**src/rtl/mc_ctrl_fsm_if.sv**
```systemverilog
// Control bundle between the multi-cycle main FSM and the shared datapath.
// master: the controller (samples IR fields and flags, drives selects/enables).
// slave:  the datapath side (drives IR fields and flags, consumes controls).
interface mc_ctrl_fsm_if;
    logic [5:0] opcode;
    logic [5:0] funct;
    logic       zero;
    logic       mem_ready;
    logic [2:0] ALUOp;
    logic       alu_src_a;
    logic [1:0] alu_src_b;
    logic       ext_zero;
    logic       pc_write;
    logic [1:0] pc_src;
    logic       iord;
    logic       mem_read;
    logic       mem_write;
    logic       ir_write;
    logic       reg_write;
    logic [1:0] reg_dst;
    logic [1:0] mem_to_reg;
    logic [3:0] state;
    logic       illegal;

    modport master (
        input  opcode, funct, zero, mem_ready,
        output ALUOp, alu_src_a, alu_src_b, ext_zero, pc_write, pc_src,
               iord, mem_read, mem_write, ir_write, reg_write, reg_dst,
               mem_to_reg, state, illegal
    );

    modport slave (
        output opcode, funct, zero, mem_ready,
        input  ALUOp, alu_src_a, alu_src_b, ext_zero, pc_write, pc_src,
               iord, mem_read, mem_write, ir_write, reg_write, reg_dst,
               mem_to_reg, state, illegal
    );
endinterface

```
**src/rtl/mc_ctrl_fsm.sv**
```systemverilog
// Multi-cycle main control FSM for the MIPS core.
// Sequences FETCH/DECODE/EXEC/MEM/WB and drives ALUOp plus all datapath
// selects and enables as Moore outputs (opcode/zero refine some states).
// Optional build macro: MC_MEM_WAIT_EN -- FETCH, MEM_RD and MEM_WR hold
// until mem_ready=1; without it mem_ready is ignored.
module mc_ctrl_fsm #(
    parameter int unsigned ST_W = 4
) (
    input  logic          clk,
    input  logic          reset,
    mc_ctrl_fsm_if.master ctl
);

    typedef enum logic [ST_W-1:0] {
        S_FETCH    = 4'd0,
        S_DECODE   = 4'd1,
        S_MEM_ADDR = 4'd2,
        S_MEM_RD   = 4'd3,
        S_MEM_WB   = 4'd4,
        S_MEM_WR   = 4'd5,
        S_EXEC_R   = 4'd6,
        S_WB_R     = 4'd7,
        S_BRANCH   = 4'd8,
        S_EXEC_I   = 4'd9,
        S_WB_I     = 4'd10,
        S_JUMP     = 4'd11,
        S_JR       = 4'd12,
        S_ILLEGAL  = 4'd15
    } state_t;

    localparam logic [5:0] OP_RTYPE = 6'b000000;
    localparam logic [5:0] OP_LW    = 6'b100011;
    localparam logic [5:0] OP_SW    = 6'b101011;
    localparam logic [5:0] OP_BEQ   = 6'b000100;
    localparam logic [5:0] OP_BNE   = 6'b000101;
    localparam logic [5:0] OP_ADDI  = 6'b001000;
    localparam logic [5:0] OP_ANDI  = 6'b001100;
    localparam logic [5:0] OP_ORI   = 6'b001101;
    localparam logic [5:0] OP_XORI  = 6'b001110;
    localparam logic [5:0] OP_LUI   = 6'b001111;
    localparam logic [5:0] OP_J     = 6'b000010;
    localparam logic [5:0] OP_JAL   = 6'b000011;
    localparam logic [5:0] FN_JR    = 6'b001000;

    state_t state_q;
    state_t state_d;
    logic   mem_go;

`ifdef MC_MEM_WAIT_EN
    // Memory states advance only on the memory acknowledge.
    assign mem_go = ctl.mem_ready;
`else
    // mem_ready is ignored: every memory state completes in one cycle.
    assign mem_go = ctl.mem_ready | 1'b1;
`endif

    assign ctl.state = state_q;

    // State register: async reset aborts any instruction and returns to FETCH.
    always_ff @(posedge clk or posedge reset) begin
        if (reset) begin
            state_q <= S_FETCH;
        end else begin
            state_q <= state_d;
        end
    end

    // Next-state decode.
    always_comb begin
        state_d = S_ILLEGAL;
        case (state_q)
            S_FETCH:    state_d = mem_go ? S_DECODE : S_FETCH;
            S_DECODE: begin
                case (ctl.opcode)
                    OP_RTYPE: state_d = (ctl.funct == FN_JR) ? S_JR : S_EXEC_R;
                    OP_LW, OP_SW: state_d = S_MEM_ADDR;
                    OP_BEQ, OP_BNE: state_d = S_BRANCH;
                    OP_ADDI, OP_ANDI, OP_ORI, OP_XORI, OP_LUI: state_d = S_EXEC_I;
                    OP_J, OP_JAL: state_d = S_JUMP;
                    default:  state_d = S_ILLEGAL;
                endcase
            end
            S_MEM_ADDR: state_d = (ctl.opcode == OP_SW) ? S_MEM_WR : S_MEM_RD;
            S_MEM_RD:   state_d = mem_go ? S_MEM_WB : S_MEM_RD;
            S_MEM_WB:   state_d = S_FETCH;
            S_MEM_WR:   state_d = mem_go ? S_FETCH : S_MEM_WR;
            S_EXEC_R:   state_d = S_WB_R;
            S_WB_R:     state_d = S_FETCH;
            S_BRANCH:   state_d = S_FETCH;
            S_EXEC_I:   state_d = S_WB_I;
            S_WB_I:     state_d = S_FETCH;
            S_JUMP:     state_d = S_FETCH;
            S_JR:       state_d = S_FETCH;
            S_ILLEGAL:  state_d = S_ILLEGAL;
            default:    state_d = S_ILLEGAL;
        endcase
    end

    // Output decode; everything is held inactive while reset is asserted.
    always_comb begin
        ctl.ALUOp      = 3'b000;
        ctl.alu_src_a  = 1'b0;
        ctl.alu_src_b  = 2'b00;
        ctl.ext_zero   = 1'b0;
        ctl.pc_write   = 1'b0;
        ctl.pc_src     = 2'b00;
        ctl.iord       = 1'b0;
        ctl.mem_read   = 1'b0;
        ctl.mem_write  = 1'b0;
        ctl.ir_write   = 1'b0;
        ctl.reg_write  = 1'b0;
        ctl.reg_dst    = 2'b00;
        ctl.mem_to_reg = 2'b00;
        ctl.illegal    = 1'b0;
        if (!reset) begin
            case (state_q)
                S_FETCH: begin
                    ctl.mem_read  = 1'b1;
                    ctl.ir_write  = mem_go;
                    ctl.pc_write  = mem_go;
                    ctl.alu_src_b = 2'b01;
                end
                S_DECODE: begin
                    ctl.alu_src_b = 2'b11;
                end
                S_MEM_ADDR: begin
                    ctl.alu_src_a = 1'b1;
                    ctl.alu_src_b = 2'b10;
                end
                S_MEM_RD: begin
                    ctl.mem_read = 1'b1;
                    ctl.iord     = 1'b1;
                end
                S_MEM_WB: begin
                    ctl.reg_write  = 1'b1;
                    ctl.mem_to_reg = 2'b01;
                end
                S_MEM_WR: begin
                    ctl.mem_write = 1'b1;
                    ctl.iord      = 1'b1;
                end
                S_EXEC_R: begin
                    ctl.alu_src_a = 1'b1;
                    ctl.ALUOp     = 3'b010;
                end
                S_WB_R: begin
                    ctl.reg_write = 1'b1;
                    ctl.reg_dst   = 2'b01;
                end
                S_BRANCH: begin
                    ctl.alu_src_a = 1'b1;
                    ctl.ALUOp     = 3'b001;
                    ctl.pc_src    = 2'b01;
                    ctl.pc_write  = (ctl.opcode == OP_BNE) ? !ctl.zero : ctl.zero;
                end
                S_EXEC_I: begin
                    ctl.alu_src_a = 1'b1;
                    ctl.alu_src_b = 2'b10;
                    case (ctl.opcode)
                        OP_ANDI: begin ctl.ALUOp = 3'b100; ctl.ext_zero = 1'b1; end
                        OP_ORI:  begin ctl.ALUOp = 3'b101; ctl.ext_zero = 1'b1; end
                        OP_XORI: begin ctl.ALUOp = 3'b110; ctl.ext_zero = 1'b1; end
                        OP_LUI:  ctl.ALUOp = 3'b111;
                        default: ctl.ALUOp = 3'b011;
                    endcase
                end
                S_WB_I: begin
                    ctl.reg_write = 1'b1;
                end
                S_JUMP: begin
                    ctl.pc_write = 1'b1;
                    ctl.pc_src   = 2'b10;
                    if (ctl.opcode == OP_JAL) begin
                        ctl.reg_write  = 1'b1;
                        ctl.reg_dst    = 2'b10;
                        ctl.mem_to_reg = 2'b10;
                    end
                end
                S_JR: begin
                    ctl.pc_write = 1'b1;
                    ctl.pc_src   = 2'b11;
                end
                S_ILLEGAL: begin
                    ctl.illegal = 1'b1;
                end
                default: begin
                    ctl.illegal = 1'b0;
                end
            endcase
        end
    end

endmodule

```
**src/flat_wrapper.sv**
```systemverilog
// flat-port wrapper written by rule: the top's interface ports become plain ports
module mc_ctrl_fsm_flat 
#(
    parameter int unsigned ST_W = 4
)
  (clk, reset, ctl_opcode, ctl_funct, ctl_zero, ctl_mem_ready, ctl_ALUOp, ctl_alu_src_a, ctl_alu_src_b, ctl_ext_zero, ctl_pc_write, ctl_pc_src, ctl_iord, ctl_mem_read, ctl_mem_write, ctl_ir_write, ctl_reg_write, ctl_reg_dst, ctl_mem_to_reg, ctl_state, ctl_illegal);
  mc_ctrl_fsm_if ctl_i ();
  input  logic clk;
  input  logic reset;
  input wire logic [$bits(ctl_i.opcode)-1:0] ctl_opcode;
  input wire logic [$bits(ctl_i.funct)-1:0] ctl_funct;
  input wire logic [$bits(ctl_i.zero)-1:0] ctl_zero;
  input wire logic [$bits(ctl_i.mem_ready)-1:0] ctl_mem_ready;
  output wire logic [$bits(ctl_i.ALUOp)-1:0] ctl_ALUOp;
  output wire logic [$bits(ctl_i.alu_src_a)-1:0] ctl_alu_src_a;
  output wire logic [$bits(ctl_i.alu_src_b)-1:0] ctl_alu_src_b;
  output wire logic [$bits(ctl_i.ext_zero)-1:0] ctl_ext_zero;
  output wire logic [$bits(ctl_i.pc_write)-1:0] ctl_pc_write;
  output wire logic [$bits(ctl_i.pc_src)-1:0] ctl_pc_src;
  output wire logic [$bits(ctl_i.iord)-1:0] ctl_iord;
  output wire logic [$bits(ctl_i.mem_read)-1:0] ctl_mem_read;
  output wire logic [$bits(ctl_i.mem_write)-1:0] ctl_mem_write;
  output wire logic [$bits(ctl_i.ir_write)-1:0] ctl_ir_write;
  output wire logic [$bits(ctl_i.reg_write)-1:0] ctl_reg_write;
  output wire logic [$bits(ctl_i.reg_dst)-1:0] ctl_reg_dst;
  output wire logic [$bits(ctl_i.mem_to_reg)-1:0] ctl_mem_to_reg;
  output wire logic [$bits(ctl_i.state)-1:0] ctl_state;
  output wire logic [$bits(ctl_i.illegal)-1:0] ctl_illegal;
  assign ctl_i.opcode = ctl_opcode;
  assign ctl_i.funct = ctl_funct;
  assign ctl_i.zero = ctl_zero;
  assign ctl_i.mem_ready = ctl_mem_ready;
  assign ctl_ALUOp = ctl_i.ALUOp;
  assign ctl_alu_src_a = ctl_i.alu_src_a;
  assign ctl_alu_src_b = ctl_i.alu_src_b;
  assign ctl_ext_zero = ctl_i.ext_zero;
  assign ctl_pc_write = ctl_i.pc_write;
  assign ctl_pc_src = ctl_i.pc_src;
  assign ctl_iord = ctl_i.iord;
  assign ctl_mem_read = ctl_i.mem_read;
  assign ctl_mem_write = ctl_i.mem_write;
  assign ctl_ir_write = ctl_i.ir_write;
  assign ctl_reg_write = ctl_i.reg_write;
  assign ctl_reg_dst = ctl_i.reg_dst;
  assign ctl_mem_to_reg = ctl_i.mem_to_reg;
  assign ctl_state = ctl_i.state;
  assign ctl_illegal = ctl_i.illegal;
  mc_ctrl_fsm #(.ST_W(ST_W)) u_core (.clk(clk), .reset(reset), .ctl(ctl_i));
endmodule
```
**config.mk**
```make
export PLATFORM = sky130hd
export DESIGN_NAME = mc_ctrl_fsm_flat
export DESIGN_NICKNAME = d
export VERILOG_FILES = /design/src/rtl/mc_ctrl_fsm_if.sv /design/src/rtl/mc_ctrl_fsm.sv /design/src/flat_wrapper.sv
export SDC_FILE = /design/constraint.sdc
export NUM_CORES = 1
export LEC_CHECK = 0
export ABC_AREA = 1
export ABC_CLOCK_PERIOD_IN_PS = 1750
export BUFFER_PORTS_ARGS = -buffer_cell sky130_fd_sc_hd__clkbuf_2
export CORE_MARGIN = 1
export CORE_UTILIZATION = 40
export CTS_CLUSTER_DIAMETER = 50
export DETAILED_ROUTE_END_ITERATION = 8
export GPL_TIMING_DRIVEN = 0
export PLACE_DENSITY = 0.79
export SLEW_MARGIN = 0
export SYNTH_ARGS = -nofsm -noshare
export SYNTH_HDL_FRONTEND = slang
export SYNTH_SLANG_ARGS = --single-unit
```
**constraint.sdc**
```tcl
create_clock -name clk -period 1.75 [get_ports clk]
set_clock_uncertainty 0.1 [all_clocks]
set_input_delay 0 -clock clk [delete_from_list [all_inputs] [get_ports clk]]
set_output_delay 0 -clock clk [all_outputs]
set_load 0.05 [all_outputs]
```
==> summary.md, run 1 <==
| Metric | Value |
|---|---|
| Outcome | complete, but fails checks |
| Failing checks | DRC |
| Worst stage delay on the critical path | ~440 ps |
| Rows | 14 |
| H-tree levels | 1 |
| Post-Synth Simple-Gate Area | 0.557 |
| Routed Antenna Nets | 0 |
| Total wire length | about 2.1 mm |
| Net Count, Synth | roughly 150 |
| Hold crit path type | input pin to flip-flop |
| Xor and xnor fraction of the mapped netlist area | 0 |
| Largest family of logic cells by synthesized area | simple AND/OR/NAND/NOR gates |
| Least-Margin Pin Slew | just under 300 ps |
| Slew headroom | 0.802 |
| Post-DP HPWL | 1.75 mm |
| DRT Pass-1 Iters | 5 |
| Slew Viols, Final | 0 |
| Gate Count Post-Synth | between 100 and 150 |
| Final Non-Filler Cells | 190 |
| Fin crit share | 0.943 |
| Most common cell after layout, fill and taps aside | clkbuf_2 |
| Post-Synth Adder-Cell Area | 0 |
| GRT Overall Usage | 0.219 |
| Antenna Cells | 0 |
| Complex-gate fraction of the synthesized area | 0.118 |
| Req. time, crit path | 1650 ps |
| Wirelength per Cell | 11.1 um |
| Largest net degree at the start of global routing | 11 |
| Final instance area | 1080 um^2 |
| Sink Count | 4 |
| Synthesized area | 697 um^2 |
| Power density cells | between 200 and 300 nW/um^2 |
| Crit path cell chain | nor2_2, inv_2, nor2_1, inv_1, a21oi_2, clkbuf_2 |
| Via count | 992 |
| Num CTS Buffers | 3 |
| Syn Area/Cell | ~5.3 um^2 |
| Worst Path Max Fanout | 6 |
| Vias/cell | roughly 5.2 |
| Placed instance count | 185 |
| Core Footprint | 1560 um^2 |
| Register area share after synthesis | 0.144 |
| Die height | 43.7 um |
| Max FFs per register | 4 |
| First-pass GRT wire length | 3.33 mm |
| Post-route setup slack | about 100 ps |
| Area delta synth->final | 55.1% |
| Initial DRC count | 14 |
| Fin crit period | between 1500 and 2000 ps |
| Hold_ws | around 120 ps |
| Synthesized flop and latch total | 4 |
| Max clock buf depth | 2 |
| Worst Setup End Kind | primary output |
| Number of library cell types mapped by synthesis | 20 |
| Pleak | 0.524 nW |
| Placed Area | around 1000 um^2 |
| Number of global-route vias before repair | ~850 |
| I/O pins | 40 |
| Share of cells above drive strength 1 | 0.454 |
| DRC Markers | 3 |
| Mux share of post-synthesis cell area | 0 |
| GP Congestion | around 0.86 |
| Crit path DAT | around 1600 ps |
| Root Buffer | clkbuf_4 |
| Port Buf Inserts | 37 |
| Die W | around 44 um |
| Max IR drop VDD | 0.392 mV |
| Nets | between 150 and 200 |
| Max cap viols | 0 |
| Place WS | 193 ps |
| Final Hold Viols | 0 |
| Initial Util | 0.447 |
| Setup Viol. Count Final | 0 |
| Grt ovf | 0 |
| Max Freq | approximately 0.6 GHz |
| TritonCTS clock tree | done |
| Slowest cell on crit path | dfrtp_2 |
| Yosys warnings | 0 |
| Setup Crit Path Kind | flip-flop to primary output |
| Worst-Skew Late Latency | roughly 230 ps |
| Reg clk slew, reported paths | 40 ps |
| Most frequent cells in the layout | 28 x clkbuf_2, 25 x inv_1, 25 x nand2_1 |
| Worst setup SP type | flip-flop |
| Die ar. | around 1900 um^2 |
| Antenna violations before repair | 0 |
[synthesized netlist by cell type (all sizes together)]
cell type  number  share of area
inv            31           0.17
nor2           31           0.22
nand2          26           0.14
nand3          13          0.093
a21oi           8          0.068
nor3            5          0.043
dfrtp           4           0.14
nand4           4          0.036
o21ai           3          0.022
a31oi           2          0.018
buf             2          0.014
nor4            1          0.018
o211ai          1          0.011
or2             1         0.0090
[power breakdown]
part / switching, W / internal, W
logic: 0.0000471 / 0.0000235
registers: 0 / 0.0000929
clock network: 0.0000326 / 0.0000764
total: 0.0000797 / 0.000193
[worst max-delay path, delay by kind of cell (launching register included)]
kind | cells | cell delay [ps]
AO/OA/AOI/OAI | 1 | 130
buffers and inverters | 3 | 500
flip-flops | 1 | 440
AND/OR/NAND/NOR | 2 | 260
[layer usage]
layer  routed length [um]  part of all wire  global-route usage
met3                   79             0.037              0.0208
met4                    0                 0              0.0250
met1                  880              0.42               0.263
met2                 1150              0.55               0.424
met5                    0                 0                   0
[path summary, 6_finish.rpt]
path	cells past startpoint	slack, ps	endpoint	start
max in group asynchronous	3	1090	u_core.ctl.state[0]$_DFF_PP0_	reset
hold / removal	7	120	u_core.ctl.state[3]$_DFF_PP0_	ctl_funct[3]
hold reg to reg	3	630	u_core.ctl.state[2]$_DFF_PP0_	u_core.ctl.state[2]$_DFF_PP0_
min in group asynchronous	3	260	u_core.ctl.state[2]$_DFF_PP0_	reset
setup reg to reg	8	330	u_core.ctl.state[1]$_DFF_PP0_	u_core.ctl.state[1]$_DFF_PP0_
setup / recovery	6	100	ctl_mem_read	u_core.ctl.state[1]$_DFF_PP0_
[logic make-up after synthesis]
group                  count (synthesis)
DFF                                    4
buffers and inverters                 33
and+or+nand+nor                       81
AOI/OAI and AO/OA                     14
[through the flow]
stage	TNS (ps)	utilization	total power [W]
after global routing	-3.60	0.693	0.000289
after global placement	0	0.639	0.000160
after CTS	0	0.669	0.000274
after detailed placement	0	0.639	0.000162
final	0	0.693	0.000273
after floorplan	-193	-	0.000136
[timing repair]
action / CTS / global route
hold buffers: 1 / 0
resized for setup: 4 / 22
setup endpoints to repair: 3 / 9
setup buffers: 0 / 1
endpoints found under the hold margin: 4 / 0
cloned: 0 / 0
pin swaps: 0 / 2
[final cells by class]
cell class / count / area, um^2
Fill cell: 146 / 478
Tap cell: 16 / 20.0
Sequential cell: 4 / 105
Multi-Input combinational cell: 95 / 569
Timing Repair Buffer: 39 / 235
Clock buffer: 3 / 22.5
Inverter: 31 / 119
Buffer: 2 / 10.0
(Power assumes the default switching activity.)
==> run 2, diff against run 1 <==
--- a/config.mk
+++ b/config.mk
@@ -6,14 +6,14 @@
 export NUM_CORES = 1
 export LEC_CHECK = 0
 export ABC_AREA = 1
-export ABC_CLOCK_PERIOD_IN_PS = 1750
+export ABC_CLOCK_PERIOD_IN_PS = 1500
 export BUFFER_PORTS_ARGS = -buffer_cell sky130_fd_sc_hd__clkbuf_2
 export CORE_MARGIN = 1
-export CORE_UTILIZATION = 40
+export CORE_UTILIZATION = 39
 export CTS_CLUSTER_DIAMETER = 50
 export DETAILED_ROUTE_END_ITERATION = 8
 export GPL_TIMING_DRIVEN = 0
-export PLACE_DENSITY = 0.79
+export PLACE_DENSITY = 0.8
 export SLEW_MARGIN = 0
 export SYNTH_ARGS = -nofsm -noshare
 export SYNTH_HDL_FRONTEND = slang
==> constraint.sdc (replaced) <==
create_clock -name clk -period 1.5 [get_ports clk]
set_clock_uncertainty 0.1 [all_clocks]
set_input_delay 0 -clock clk [delete_from_list [all_inputs] [get_ports clk]]
set_output_delay 0 -clock clk [all_outputs]
set_load 0.05 [all_outputs]
==> summary.md, run 2 <==
| Metric | Value |
|---|---|
| Post-DP HPWL | 1.92 mm (+9.5%) |
| Root Buffer | clkbuf_4 |
| Count leader, synth | inv_1 |
| Yosys warnings | 0 (unchanged) |
| Log Error | [ERROR GRT-0232] Routing congestion too high. Check the congestion heatmap in the GUI. |
| Synthesized area | 697 um^2 (unchanged) |
| Cell taking the most area after synthesis | inv_1 |
| Max clock buf depth | 2 (unchanged) |
| Stop stage | global routing |
| Sink Count | 4 (unchanged) |
| Die W | 44.3 um (+1.2%) |
| Placed Area | 1070 um^2 (+7.7%) |
| Initial Util | 0.437 (-0.00982) |
| Worst Endpoint after GRT Repair | ctl_ext_zero |
| Top cell type's share of synthesized area | 0.145 (unchanged) |
| I/O pins | 40 (unchanged) |
| H-tree levels | 1 (unchanged) |
| Ranking of synthesized cells by area | inv_1 15%, dfrtp_1 14%, nand2_1 14% |
| Synthesized flop and latch total | 4 (unchanged) |
| Outcome | aborted with a tool error |
| Grt ovf | 22 |
| Die height | 44.3 um (+1.2%) |
| GP Congestion | 0.866 (+0.84%) |
| Number of flops mapped to enable cells by yosys | 0 (unchanged) |
| Commonest cells in the netlist | 27 x inv_1, 26 x nand2_1, 23 x nor2_1 |
| Synth Flop Type | dfrtp_1 |
| Rows | 14 (unchanged) |
| Port Buf Inserts | 37 (unchanged) |
| GRT Overall Usage | 0.635 |
| Number of library cell types mapped by synthesis | 20 (unchanged) |
| Placed instance count | 193 (+4.3%) |
| Post-synth ARST share | 1.00 (unchanged) |
| Net Count, Synth | 148 (unchanged) |
| Largest net degree at the start of global routing | 11 |
| Syn Area/Cell | 5.28 um^2 (unchanged) |
| Num CTS Buffers | 3 (unchanged) |
| Gate Count Post-Synth | 132 (unchanged) |
| Register area share after synthesis | 0.144 (unchanged) |
| Worst EP kind | primary output |
[run 2: cell counts after synthesis]
Identical to the previous run, type by type.
[run 2: per-layer routing]
layer	global-route usage	overflow
met1	0.635	0
met2	0.829	12
met3	0.400	0
met4	0.715	10
met5	0	0
[run 2: repair_timing]
item | 4_1_cts
resized for setup | 56
pin swaps | 8
setup buffers | 9
hold buffers | 1
cloned | 0
endpoints found under the hold margin | 4
setup endpoints to repair | 16
[run 2: stage by stage]
stage | utilization | worst slack [ps]
detailed placement | 0.673 | -147
global placement | 0.673 | -75.8
floorplan | - | -241
CTS | 0.879 | -163
[run 2: kinds of logic after synthesis]
family / count (synthesis) / synth area share
compound gates: 14 / 0.118
simple gates: 81 / 0.557
buf+inv: 33 / 0.181
flops: 4 / 0.144
==> run 3, diff against run 2 <==
--- a/config.mk
+++ b/config.mk
@@ -6,14 +6,13 @@
 export NUM_CORES = 1
 export LEC_CHECK = 0
 export ABC_AREA = 1
-export ABC_CLOCK_PERIOD_IN_PS = 1500
+export ABC_CLOCK_PERIOD_IN_PS = 2000
 export BUFFER_PORTS_ARGS = -buffer_cell sky130_fd_sc_hd__clkbuf_2
-export CORE_MARGIN = 1
-export CORE_UTILIZATION = 39
-export CTS_CLUSTER_DIAMETER = 50
+export CORE_AREA = 2 2 63 65
 export DETAILED_ROUTE_END_ITERATION = 8
+export DIE_AREA = 0 0 65 67
 export GPL_TIMING_DRIVEN = 0
-export PLACE_DENSITY = 0.8
+export PLACE_DENSITY_LB_ADDON = 0.15
 export SLEW_MARGIN = 0
 export SYNTH_ARGS = -nofsm -noshare
 export SYNTH_HDL_FRONTEND = slang
==> constraint.sdc (replaced) <==
create_clock -name clk -period 2 [get_ports clk]
set_clock_uncertainty 0.1 [all_clocks]
set_input_delay 0 -clock clk [delete_from_list [all_inputs] [get_ports clk]]
set_output_delay 0 -clock clk [all_outputs]
set_load 0.05 [all_outputs]
==> summary.md, run 3 (synthesized netlist as in run 1, its figures left out) <==
| Metric | Value |
|---|---|
| Initial Util | 0.193 (-0.244) |
| Die W | 65 um (+47%) |
| Nets | about 190 |
| GP Congestion | 0.796 (-8.1%) |
| Max clock buf depth | 2 (unchanged) |
| Worst-Skew Late Latency | around 220 ps |
| RSZ-0062 raised after global routing | false |
| Setup crit start | u_core.ctl.state[1]$_DFF_PP0_ |
| Slew Viols, Final | 0 |
| Die ar. | 4360 um^2 |
| DRC Markers | 0 |
| Reg clk slew, reported paths | around 30 ps |
| Least-Margin Pin Slew | 280 ps |
| Fin crit share | 0.885 |
| Crit path to | ctl_reg_write |
| Slew headroom | 0.814 |
| Worst Path Max Fanout | 6 |
| Port Buf Inserts | 37 (unchanged) |
| Routed Antenna Nets | 0 |
| Setup Viol. Count Final | 0 |
| Vias/cell | between 4 and 5 |
| Wirelength per Cell | just under 10 um |
| Total Power | ~0.00031 W |
| Reg-to-reg endpoint | u_core.ctl.state[1]$_DFF_PP0_ |
| TritonCTS clock tree | done |
| First-pass GRT wire length | approximately 3.7 mm |
| H-tree levels | 1 (unchanged) |
| Worst Setup End Kind | primary output |
| Max cap viols | 0 |
| Most frequent cells in the layout | 37 x clkbuf_2, 27 x inv_1, 26 x nand2_1 |
| Outcome | finished clean |
| Number of global-route vias before repair | around 860 |
| Max Freq | 0.565 GHz |
| Root Buffer | clkbuf_8 |
| Final Hold Viols | 0 |
| Sink Count | 4 (unchanged) |
| DRT Pass-1 Iters | 4 |
| Rows | 22 (+8) |
| Max FFs per register | 4 |
| Post-DP HPWL | 1.91 mm (-0.66%) |
| Most common cell after layout, fill and taps aside | clkbuf_2 |
| Num CTS Buffers | 3 (unchanged) |
| Reg area | roughly 100 um^2 |
| Fill count | approximately 430 |
| Pleak | approximately 0.52 nW |
| Final Core Density | 0.293 |
| Hold_ws | about 130 ps |
| GRT Overall Usage | 0.107 |
| Antenna Cells | 0 |
| Total wire length | 2.14 mm |
| Fin crit period | about 1800 ps |
| Worst setup SP type | flip-flop |
| Max IR drop VDD | about 0.13 mV |
| Setup Crit Path Kind | flip-flop to primary output |
| Power density cells | 295 nW/um^2 |
| Grt ovf | 0 |
| Hold crit path type | input pin to flip-flop |
| Share of cells above drive strength 1 | 0.399 |
| Largest net degree at the start of global routing | 11 |
| I/O pins | 40 (unchanged) |
| Via count | between 900 and 1,000 |
| Area delta synth->final | 51.5% |
| Antenna violations before repair | 0 |
| Crit path DAT | 1670 ps |
| R2r setup slk | 580 ps |
| Multi-input logic area | 533 um^2 |
| Worst Hold Depth | 6 |
| Core Footprint | 3610 um^2 |
| Die height | 67 um (+51%) |
| FF-to-FF path depth | 8 |
| Req. time, crit path | around 1900 ps |
| Crit Reg-Reg Startpoint | u_core.ctl.state[1]$_DFF_PP0_ |
| Initial DRC count | 60 |
-- run 3: per-stage QoR --
stage / TNS, ps / setup WS [ps] / cell area [um^2] / cells
3_5_place_dp: 0 / 437 / 1000 / 217
6_report: 0 / 230 / 1060 / 221
3_3_place_gp: 0 / 440 / 1000 / 217
4_1_cts: 0 / 207 / 1060 / 221
5_1_grt: 0 / 70.2 / 1060 / 221
2_1_floorplan: -141 / -141 / 759 / 132
-- run 3: what timing repair did --
item | 4_1_cts | 5_1_grt
hold buffers | 1 | 0
resized for setup | 0 | 0
buffers inserted | 0 | 0
endpoints found under the hold margin | 4 | 0
-- run 3: final cells by class --
class                           instances  share of cell area
Sequential cell                         4              0.0948
Multi-Input combinational cell         95               0.505
Clock buffer                            3              0.0391
Timing Repair Buffer                   38               0.185
Buffer                                  2             0.00948
Tap cell                               48              0.0569
Inverter                               31               0.110
-- run 3: worst max-delay path, cell delays in order, from the launching register on --
cell	delay, ps
dfrtp_1	460
nand2_1	120
inv_1	80
nand3_1	150
nor3_2	140
nand2_1	110
o211ai_1	90
clkbuf_2	300
-- run 3: worst min path at each step --
| stage | startpoint | endpoint | slack [ps] |
|---|---|---|---|
| CTS | ctl_funct[3] | u_core.ctl.state[1]$_DFF_PP0_ | 140 |
| finish | ctl_funct[3] | u_core.ctl.state[1]$_DFF_PP0_ | 130 |
| global route | ctl_funct[3] | u_core.ctl.state[1]$_DFF_PP0_ | 180 |
| detailed placement | reset | u_core.ctl.state[3]$_DFF_PP0_ | -60 |
| global placement | reset | u_core.ctl.state[3]$_DFF_PP0_ | -60 |
| floorplan | reset | u_core.ctl.state[0]$_DFF_PP0_ | -120 |
-- run 3: per-layer routing --
layer	track usage	vias up	routed length [um]	share of wire
met5	0	-	0	0
met4	0.0399	0	27	0.013
met3	0.0135	3	108	0.051
met2	0.182	29	989	0.46
met1	0.137	377	1010	0.47
li1	-	495	-	-
-- run 3: report_power, final --
part	switching (W)	internal, W	leakage [nW]	total (W)
clock	0.0000413	0.000128	0.0216	0.000170
sequential	0	0.0000815	0.0350	0.0000815
combinational	0.0000396	0.0000206	0.464	0.0000602
==> run 4, diff against run 3 <==
--- a/config.mk
+++ b/config.mk
@@ -6,13 +6,14 @@
 export NUM_CORES = 1
 export LEC_CHECK = 0
 export ABC_AREA = 1
-export ABC_CLOCK_PERIOD_IN_PS = 2000
-export BUFFER_PORTS_ARGS = -buffer_cell sky130_fd_sc_hd__clkbuf_2
+export ABC_CLOCK_PERIOD_IN_PS = 1590
 export CORE_AREA = 2 2 63 65
 export DETAILED_ROUTE_END_ITERATION = 8
 export DIE_AREA = 0 0 65 67
+export DONT_BUFFER_PORTS = 1
 export GPL_TIMING_DRIVEN = 0
 export PLACE_DENSITY_LB_ADDON = 0.15
+export SKIP_CTS_REPAIR_TIMING = 1
 export SLEW_MARGIN = 0
 export SYNTH_ARGS = -nofsm -noshare
 export SYNTH_HDL_FRONTEND = slang
==> constraint.sdc (replaced) <==
create_clock -name clk -period 1.59 [get_ports clk]
set_clock_uncertainty 0.1 [all_clocks]
set_input_delay 0 -clock clk [delete_from_list [all_inputs] [get_ports clk]]
set_output_delay 0 -clock clk [all_outputs]
set_load 0.05 [all_outputs]
==> summary.md, run 4 (synthesized netlist as in run 1, its figures left out) <==
| Metric | Value |
|---|---|
| Outcome | complete, but fails checks |
| Failing checks | setup timing |
| Area delta synth->final | 49.2% |
| GP Congestion | 0.762 (-4.3%) |
| Slew Viols, Final | 0 (unchanged) |
| Number of global-route vias before repair | 842 (-1.6%) |
| Share of cells above drive strength 1 | 0.399 (about the same) |
| Grt ovf | 0 (unchanged) |
| Crit path DAT | 1950 ps (+280 ps) |
| Worst setup SP type | flip-flop |
| Worst hold start | ctl_opcode[3] |
| Final instance area | 1040 um^2 (-1.5%) |
| Post-DP HPWL | 1.96 mm (+2.6%) |
| Num CTS Buffers | 3 (unchanged) |
| Hold_ws | 39.3 ps (-91.7 ps) |
| Met2 Use GR | 0.195 (+0.0129) |
| Least-Margin Pin Slew | 1040 ps (+761 ps) |
| Grt met3 use | 0.0186 (+0.00507) |
| Internal Power | 0.000279 W (+21%) |
| Antenna violations before repair | 0 (unchanged) |
| GR Util met1 | 0.131 (-0.00605) |
| Placed Area | 903 um^2 (-10%) |
| Via count | 821 (-9.2%) |
| Largest net degree at the start of global routing | 11 (unchanged) |
| P_sw | 0.000101 W (+25%) |
| H-tree levels | 1 (unchanged) |
| Routed Antenna Nets | 0 (unchanged) |
| Multi-input logic area | 669 um^2 (+26%) |
| Setup Crit Path Kind | flip-flop to primary output |
| Max cap viols | 0 (unchanged) |
| Max FFs per register | 4 (unchanged) |
| RSZ-0062 raised after global routing | true |
| Worst-Skew Late Latency | 220 ps (about the same) |
| Combinational Power Share | 0.161 (-0.032) |
| Max Freq | approximately 0.49 GHz |
| Die W | 65 um (unchanged) |
| Fin crit period | 2050 ps |
| Most frequent cells in the layout | 22 x inv_1, 21 x nand2_1, 18 x nor2_1 |
| Total wire length | 2.34 mm (+9.4%) |
| Vias/cell | 4.41 (+7.9%) |
| Pleak | 0.383 nW (-26%) |
| Reg clk slew, reported paths | 30 ps (about the same) |
| Sink Count | 4 (unchanged) |
| Rows | 22 (unchanged) |
| Crit Reg-Reg Startpoint | u_core.ctl.state[2]$_DFF_PP0_ |
| First-pass GRT wire length | 3.71 mm (+0.19%) |
| Port Buf Inserts | 0 (-100%) |
| Setup crit start | u_core.ctl.state[2]$_DFF_PP0_ |
| Place WS | -273 ps (-711 ps) |
| Slew headroom | 0.303 (-0.511) |
| Nets | 156 (-18%) |
| Fin crit share | 1.29 |
| Placed instance count | 180 (-17%) |
| Fill count | 414 (-4.6%) |
| Reg area | 115 um^2 (+15%) |
| Root Buffer | clkbuf_8 |
| Hold crit path type | input pin to flip-flop |
| Slowest cell on crit path | o211ai_1 |
| Initial DRC count | 43 (-28%) |
| Max IR drop VDD | 0.158 mV (+26%) |
| Worst Setup End Kind | primary output |
| Gr busiest metal | met2 |
| Initial Util | 0.193 (unchanged) |
| Setup Viol. Count Final | 20 (+20) |
| Most common cell after layout, fill and taps aside | inv_1 |
| Req. time, crit path | 1490 ps (-410 ps) |
| DRT Pass-1 Iters | 4 (unchanged) |
| Final Non-Filler Cells | 186 (-16%) |
| Die ar. | 4360 um^2 (unchanged) |
| DRC Markers | 0 (unchanged) |
| Die height | 67 um (unchanged) |
| TritonCTS clock tree | done |
| I/O pins | 40 (unchanged) |
| Power share of the clock group | 0.569 (+0.024) |
| Core Footprint | 3610 um^2 (unchanged) |
| Max clock buf depth | 2 (unchanged) |
| Worst stage delay on the critical path | 820 ps (+360 ps) |
| Wirelength per Cell | 12.6 um (+30%) |
| Setup TNS | -4230 ps (-4230 ps) |
| Reg power frac | 0.270 (+0.008) |
| Antenna Cells | 0 (unchanged) |
| GRT Overall Usage | 0.109 (+0.00249) |
| Final Hold Viols | 0 (unchanged) |
| Sw Share | 0.266 (+0.00597) |
| Crit path cell chain | inv_4, nand2_4, nor2_4, a21oi_2, o211ai_1 |
| Worst Path Max Fanout | 4 (-2) |
| Power density cells | 365 nW/um^2 (+24%) |
| Post-route setup slack | -457 ps (-687 ps) |
run 4: cell count changes in the layout (fill, tap and decap cells not counted), moves of 5 or more:
cell	before	now
clkbuf_2	37	0
inv_1	27	22
nand2_1	26	21
nor2_4	3	9
run 4: path summary, 6_finish.rpt:
path                                            endpoint  slack (ps)  cells after the start
hold / removal             u_core.ctl.state[3]$_DFF_PP0_          40                      5
max in group asynchronous  u_core.ctl.state[1]$_DFF_PP0_         910                      3
setup / recovery                           ctl_reg_write        -460                      5
hold reg to reg            u_core.ctl.state[3]$_DFF_PP0_         840                      4
min in group asynchronous  u_core.ctl.state[3]$_DFF_PP0_         290                      3
setup reg to reg           u_core.ctl.state[1]$_DFF_PP0_         -20                      9
run 4: area by class of cell:
| type | instances | area share |
|---|---|---|
| clock buffers | 3 | 0.0397 |
| well taps | 48 | 0.0578 |
| inverters | 31 | 0.114 |
| multi-input cells | 95 | 0.644 |
| flip-flops and latches | 4 | 0.111 |
| repair buffers | 3 | 0.0241 |
| plain buffers | 2 | 0.00963 |
run 4: per-layer routing:
layer,routed length (um),vias up,share of wire
met1,990,362,0.42
met3,171,2,0.073
met5,0,-,0
li1,-,425,-
met2,1160,32,0.50
met4,15,0,0.0064
run 4: critical path, delay by kind of cell (launching register included):
kind                   cells  cell delay, ps
AOI/OAI and AO/OA          2             850
DFF                        1             570
and+or+nand+nor            2             180
buffers and inverters      1             120
run 4: power groups by stage:
stage | combinational [W] | clock (W) | sequential, W
2_1_floorplan | 0.0000491 | 0 | 0.000104
3_3_place_gp | 0.0000579 | 0 | 0.000104
3_5_place_dp | 0.0000583 | 0 | 0.000104
4_1_cts | 0.0000584 | 0.000215 | 0.000103
5_1_grt | 0.0000696 | 0.000233 | 0.000102
6_report | 0.0000612 | 0.000216 | 0.000103
run 4: per-stage QoR:
stage          power (W)   util
5_1_grt         0.000405  0.288
2_1_floorplan   0.000153      -
4_1_cts         0.000375  0.262
3_5_place_dp    0.000162  0.251
3_3_place_gp    0.000161  0.251
6_report        0.000380  0.288
